`config.mk`:
```
export PLATFORM = sky130hd
export DESIGN_NAME = uart_rx_assembler_flat
export DESIGN_NICKNAME = d
export VERILOG_FILES = /design/src/rtl/uart_rx_assembler_if.sv /design/src/rtl/uart_rx_assembler.sv /design/src/flat_wrapper.sv
export SDC_FILE = /design/constraint.sdc
export NUM_CORES = 1
export LEC_CHECK = 0
export ABC_AREA = 0
export CORE_MARGIN = 1.5
export CORE_UTILIZATION = 51
export DETAILED_ROUTE_END_ITERATION = 10
export GPL_TIMING_DRIVEN = 0
export PLACE_DENSITY = 0.78
export SETUP_SLACK_MARGIN = 0.1
export SKIP_LAST_GASP = 1
export SLEW_MARGIN = 25
export SYNTH_ARGS = -nofsm -noshare
export SYNTH_HDL_FRONTEND = slang
export SYNTH_SLANG_ARGS = --single-unit
```
`constraint.sdc`:
```
create_clock -name clk -period 2.05 [get_ports clk]
set_input_delay 0.5125 -clock clk [delete_from_list [all_inputs] [get_ports clk]]
set_output_delay 0.5125 -clock clk [all_outputs]
set_load 0.01 [all_outputs]
```
`src/rtl/uart_rx_assembler_if.sv`:
```
// Byte-in / word-out bundle between the UART RX byte strobe and the register consumer.
// The slave side is the assembler itself. The master side is whoever feeds bytes and reads words.
interface uart_rx_assembler_if #(
    parameter int N = 8,
    parameter int M = 16
);
    logic         rx_valid;
    logic [N-1:0] rx_data;
    logic         rx_error;
    logic [M-1:0] word;
    logic         word_valid;
    logic         drop;

    modport slave (
        input  rx_valid, rx_data, rx_error,
        output word, word_valid, drop
    );

    modport master (
        output rx_valid, rx_data, rx_error,
        input  word, word_valid, drop
    );
endinterface

```
`src/rtl/uart_rx_assembler.sv`:
```
// Assembles BYTES consecutive RX bytes into one M-bit word, most significant byte first.
// A partial word is dropped on a framing error or when the gap between bytes grows too long.
module uart_rx_assembler #(
    parameter int N       = 8,
    parameter int M       = 16,
    parameter int TIMEOUT = 1000
) (
    input  logic               clk,
    input  logic               reset,
    uart_rx_assembler_if.slave bus
);
    localparam int BYTES = M / N;
    localparam int CW    = $clog2(BYTES);
    localparam int TW    = (TIMEOUT > 0) ? $clog2(TIMEOUT + 1) : 1;
    localparam logic [CW-1:0] CNT_LAST = CW'(BYTES - 1);
    localparam logic [TW-1:0] TMO_LAST = TW'((TIMEOUT > 0) ? TIMEOUT - 1 : 0);

    typedef enum logic {IDLE, COLLECT} state_t;

    state_t          state;
    logic [M-N-1:0]  acc;
    logic [CW-1:0]   cnt;
    logic [TW-1:0]   tmo;
    logic [M-1:0]    shifted;

    // The low M-N bits are the accumulator after the shift. The full value is the finished word.
    assign shifted = {acc, bus.rx_data};

    always_ff @(posedge clk or negedge reset) begin
        if (!reset) begin
            state          <= IDLE;
            acc            <= '0;
            cnt            <= '0;
            tmo            <= '0;
            bus.word       <= '0;
            bus.word_valid <= 1'b0;
            bus.drop       <= 1'b0;
        end else begin
            bus.word_valid <= 1'b0;
            bus.drop       <= 1'b0;
            case (state)
                IDLE: begin
                    // An error with no partial word has nothing to discard.
                    if (bus.rx_valid) begin
                        acc   <= shifted[M-N-1:0];
                        cnt   <= CW'(1);
                        tmo   <= '0;
                        state <= COLLECT;
                    end
                end
                COLLECT: begin
                    if (bus.rx_error) begin
                        cnt      <= '0;
                        tmo      <= '0;
                        bus.drop <= 1'b1;
                        state    <= IDLE;
                    end else if (bus.rx_valid) begin
                        tmo <= '0;
                        if (cnt == CNT_LAST) begin
                            bus.word       <= shifted;
                            bus.word_valid <= 1'b1;
                            cnt            <= '0;
                            state          <= IDLE;
                        end else begin
                            acc <= shifted[M-N-1:0];
                            cnt <= cnt + 1'b1;
                        end
                    end else if (TIMEOUT != 0 && tmo == TMO_LAST) begin
                        // Valid is tested first, so a byte arriving on the expiry edge still counts.
                        cnt      <= '0;
                        tmo      <= '0;
                        bus.drop <= 1'b1;
                        state    <= IDLE;
                    end else begin
                        tmo <= tmo + 1'b1;
                    end
                end
                default: state <= IDLE;
            endcase
        end
    end
endmodule

```
`src/flat_wrapper.sv`:
```
// flat-port wrapper written by rule: the top's interface ports become plain ports
module uart_rx_assembler_flat 
#(
    parameter int N       = 8,
    parameter int M       = 16,
    parameter int TIMEOUT = 1000
)
  (clk, reset, bus_rx_valid, bus_rx_data, bus_rx_error, bus_word, bus_word_valid, bus_drop);
  uart_rx_assembler_if #(.N(N), .M(M)) bus_i ();
  input  logic clk;
  input  logic reset;
  input wire logic [$bits(bus_i.rx_valid)-1:0] bus_rx_valid;
  input wire logic [$bits(bus_i.rx_data)-1:0] bus_rx_data;
  input wire logic [$bits(bus_i.rx_error)-1:0] bus_rx_error;
  output wire logic [$bits(bus_i.word)-1:0] bus_word;
  output wire logic [$bits(bus_i.word_valid)-1:0] bus_word_valid;
  output wire logic [$bits(bus_i.drop)-1:0] bus_drop;
  assign bus_i.rx_valid = bus_rx_valid;
  assign bus_i.rx_data = bus_rx_data;
  assign bus_i.rx_error = bus_rx_error;
  assign bus_word = bus_i.word;
  assign bus_word_valid = bus_i.word_valid;
  assign bus_drop = bus_i.drop;
  uart_rx_assembler #(.N(N), .M(M), .TIMEOUT(TIMEOUT)) u_core (.clk(clk), .reset(reset), .bus(bus_i));
endmodule
```
==> results.txt <==
----------------------------------------------------
[STA]
  Fmax ... about 560 MHz
  Tightest Pin Transition ... between 0.5 and 0.6 ns
  Clock skew ... between 0.015 and 0.02 ns
  Final setup violation count ... 0
  Setup repair after global routing missed its margin ... no
  Final TNS setup ... 0 ns
  Final cycle utilization of the critical path ... 86.6%
  Final critical-path required period ... between 1.5 and 2 ns
  Slew HR ... between 60 and 70%
  Final Slew Violations ... 0
  Final Hold Viols ... 0

[Drt]
  Pre-antenna DRT Iters ... 4
  DRC violation count after routing ... 0
  Total Wirelength ... 3190 um
  Number of DRC markers in iteration 0 ... 64
  Residual antenna-violating net count after detailed routing ... 0
  Routed via count ... around 1300
  Post-detailed-route wirelength per cell ... about 13 um
  Via-per-instance ratio ... approximately 5.2

[Pwr]
  Int Pwr ... 0.00141 W
  Post-layout total power ... approximately 0.002 W
  LEAKAGE ... roughly 0.94 nW
  Clock share of power ... 20.3%
  Portion of total power attributed to sequential cells ... slightly above 50%
  Net switching power of the design ... 0.000574 W
  Power per standard cell area ... 971 nW/um^2
  Sw frac ... between 20 and 30%
  Maximum resistive drop on vdd ... a little over 0.5 mV
  Combinational Power Share ... around 29%

[Floorplanning]
  Number of top-level design ports ... 30
  Die Outline Area ... 3490 um^2
  Number of core rows ... 20
  Initial Utilization ... 52.9%
  Horizontal die dimension ... 59.1 um
  Placeable core area ... roughly 3000 um^2
  Chip height ... 59.1 um

[Clocking]
  Number of clock sinks ... 38
  Total CTS buffers ... 5
  Clock transition at path regs ... between 0.1 and 0.15 ns
  Buffer depth of the longest clock path ... 2
  TritonCTS clock tree ... yes
  Clock H-tree levels ... 2
  Clock latency of the later-clocked register in the worst-skew pair ... about 0.34 ns
  Root Buffer Master ... clkbuf_4

[Setup path]
  Depth of the worst register-to-register path ... 5
  Kind of capture point of the worst setup path ... register
  Cell with the largest stage delay on the worst path ... clkdlybuf4s50_1
  Largest driver fanout on the critical path ... 10
  Data arrival time at the worst-slack endpoint ... around 2.0 ns
  Crit path from ... bus_rx_error
  Critical path data required time ... between 2 and 2.5 ns
  Worst-path cell chain ... clkdlybuf4s50_1, nand4b_1, buf_4, clkbuf_1, nand2_1, nand2_1
  Reg2Reg Capture Point ... u_core.tmo[8]
  Reg-to-Reg Start ... u_core.tmo[0]
  Max incr delay on CP ... approximately 0.5 ns
  Kind of start point of the critical path ... primary input
  Most frequent cell on the critical path ... nand2_1
  Reg-to-reg slack, setup ... approximately 0.40 ns
  Crit Path Class ... in2reg

[Logic synthesis]
  Netlist cell types ... 31
  Synth async-reset ratio ... between 90% and 100%
  Syn Nets ... ~170
  Synthesized area ... around 1600 um^2
  Count of synthesis-stage warnings from yosys ... 0
  Synth top cells by count ... 53 x nand2_1, 38 x dfrtp_1, 10 x nor2_1, 8 x mux2_2, 6 x a21oi_1
  Number of instances in the synthesized netlist ... roughly 160
  Avg Inst Size Synth ... a little over 10 um^2
  Share of Yosys cell area claimed by the top area cell type ... just under 60%
  Part of the Yosys area used for sequential elements ... 59.3%
  Flop and latch count out of synthesis ... 38
  Most numerous cell in the Yosys netlist ... nand2_1
  EDFF count, synth ... 0
  Top area cells in the synthesized netlist ... dfrtp_1 59%, nand2_1 12%, mux2_2 5.6%
  Area leader, netlist ... dfrtp_1
  Post-synth top flop ... dfrtp_1

[Min path]
  Worst hold path class ... in2reg
  Worst hold path cell count ... 3
  Startpoint of the tightest hold check path ... bus_rx_valid
  Worst-case hold path end point ... u_core.cnt

[Final layout]
  Ratio of cells with drive above 1 in the final layout ... between 10% and 20%
  Number of nets at the end of the flow ... 210
  Area Overhead vs Synth ... 27.2%
  N_diodes ... 0

[Global route]
  First-pass GRT wire length ... roughly 5300 um
  Maximum number of pins on one net before global-route repair ... 33
  Vias in the first global route ... roughly 1200
  Number of antenna violations at the first check in global routing ... 0
  Grt ovf ... 0
  All-Layer GR Usage ... around 21%

[Place]
  DP Wirelength ... approximately 2200 um
  Port bufs ... 28
  Global placer's final weighted congestion ... 0.809

[Status]
  Outcome ... finished, final reports clean

[Run]
  Max_cap viols ... 0

----------------------------------------------------
-- critical path: cells and delay by family --
kind | cells | cell delay (ns)
and+or+nand+nor | 3 | 0.56
buffers and inverters | 3 | 0.94
-- routing by layer --
metal,global-route usage (%),up-vias,wire length [um]
li1,-,607,-
met4,8.77,0,51
met3,6.77,9,157
met2,34.9,39,1660
met1,24.4,611,1330
met5,0,-,0
-- state kept, by name, summed over array words and instances (netlist names) --
| register | flops |
|---|---|
| u_core.cnt | 1 |
| u_core.acc | 8 |
| u_core.state | 1 |
| u_core.bus.word_valid | 1 |
| u_core.bus.drop | 1 |
| u_core.bus.word | 16 |
| u_core.tmo | 10 |
-- layout by cell type, fill, tap and decap left out, types with 2 or more instances in the layout --
cell type        instances
nand4_1                  2
nor2_1                  10
o21ai_0                  4
a21oi_1                  6
nand3_1                  3
xnor2_1                  3
nor3_1                   3
buf_2                    3
clkdlybuf4s50_1         27
o31ai_1                  2
buf_4                    2
clkbuf_1                 2
inv_1                    5
dfrtp_1                 38
clkbuf_4                 5
nand2_1                 53
mux2_2                   8
nand4b_1                 2
-- worst max-delay path by stage --
stage	endpoint	slack (ns)	depth (start not counted)
finish	u_core.bus.word[8]	0.27	6
floorplan	u_core.tmo[8]	0.51	5
global placement	u_core.acc[7]	-0.35	1
CTS	u_core.bus.word[9]	0.13	6
detailed placement	u_core.bus.word[9]	-0.21	6
global route	bus_word[7]	0.21	1
-- what timing repair did --
action | in CTS | in global routing
buffers inserted | 0 | 2
hold endpoints to repair | 6 | 0
resized for setup | 0 | 1
hold buffers | 1 | 0
endpoints found under the setup margin | 0 | 9
-- metrics by stage --
stage / cell area, um^2 / hold slack (ns) / worst slack (ns) / std cells / util (%)
after floorplan: 1600 / 0.217 / 0.515 / 158 / -
after global placement: 1940 / 0.444 / -0.348 / 230 / 64.0
after detailed placement: 1950 / 0.370 / -0.214 / 231 / 64.5
after CTS: 2020 / 0.432 / 0.135 / 240 / 66.8
after global routing: 2040 / 0.451 / 0.215 / 242 / 67.3
final: 2040 / 0.448 / 0.275 / 242 / 67.3
-- area by class of cell --
type / instances / area [um^2]
Fill cell: 249 / 990
Clock buffer: 7 / 55.1
Multi-Input combinational cell: 110 / 604
Tap cell: 44 / 55.1
Timing Repair Buffer: 32 / 320
Buffer: 4 / 25.0
Inverter: 6 / 22.5
Clock inverter: 1 / 5.00
Sequential cell: 38 / 951
-- power groups by stage --
stage / sequential (W) / combinational [W] / clock [W]
5_1_grt: 0.00103 / 0.000630 / 0.000448
2_1_floorplan: 0.00107 / 0.000176 / 0
3_3_place_gp: 0.00101 / 0.000558 / 0
6_report: 0.00101 / 0.000573 / 0.000402
4_1_cts: 0.00101 / 0.000579 / 0.000419
3_5_place_dp: 0.00102 / 0.000575 / 0
-- logic make-up after synthesis --
kind of cell / count (synthesis) / share of synthesized area, %
simple gates: 79 / 21.6
flops: 38 / 59.3
compound gates: 19 / 8.04
buf+inv: 10 / 2.97
mux: 8 / 5.62
xor+xnor: 3 / 1.64
fa+ha+maj: 1 / 0.781
No activity file was read; power rests on OpenSTA's default activity.
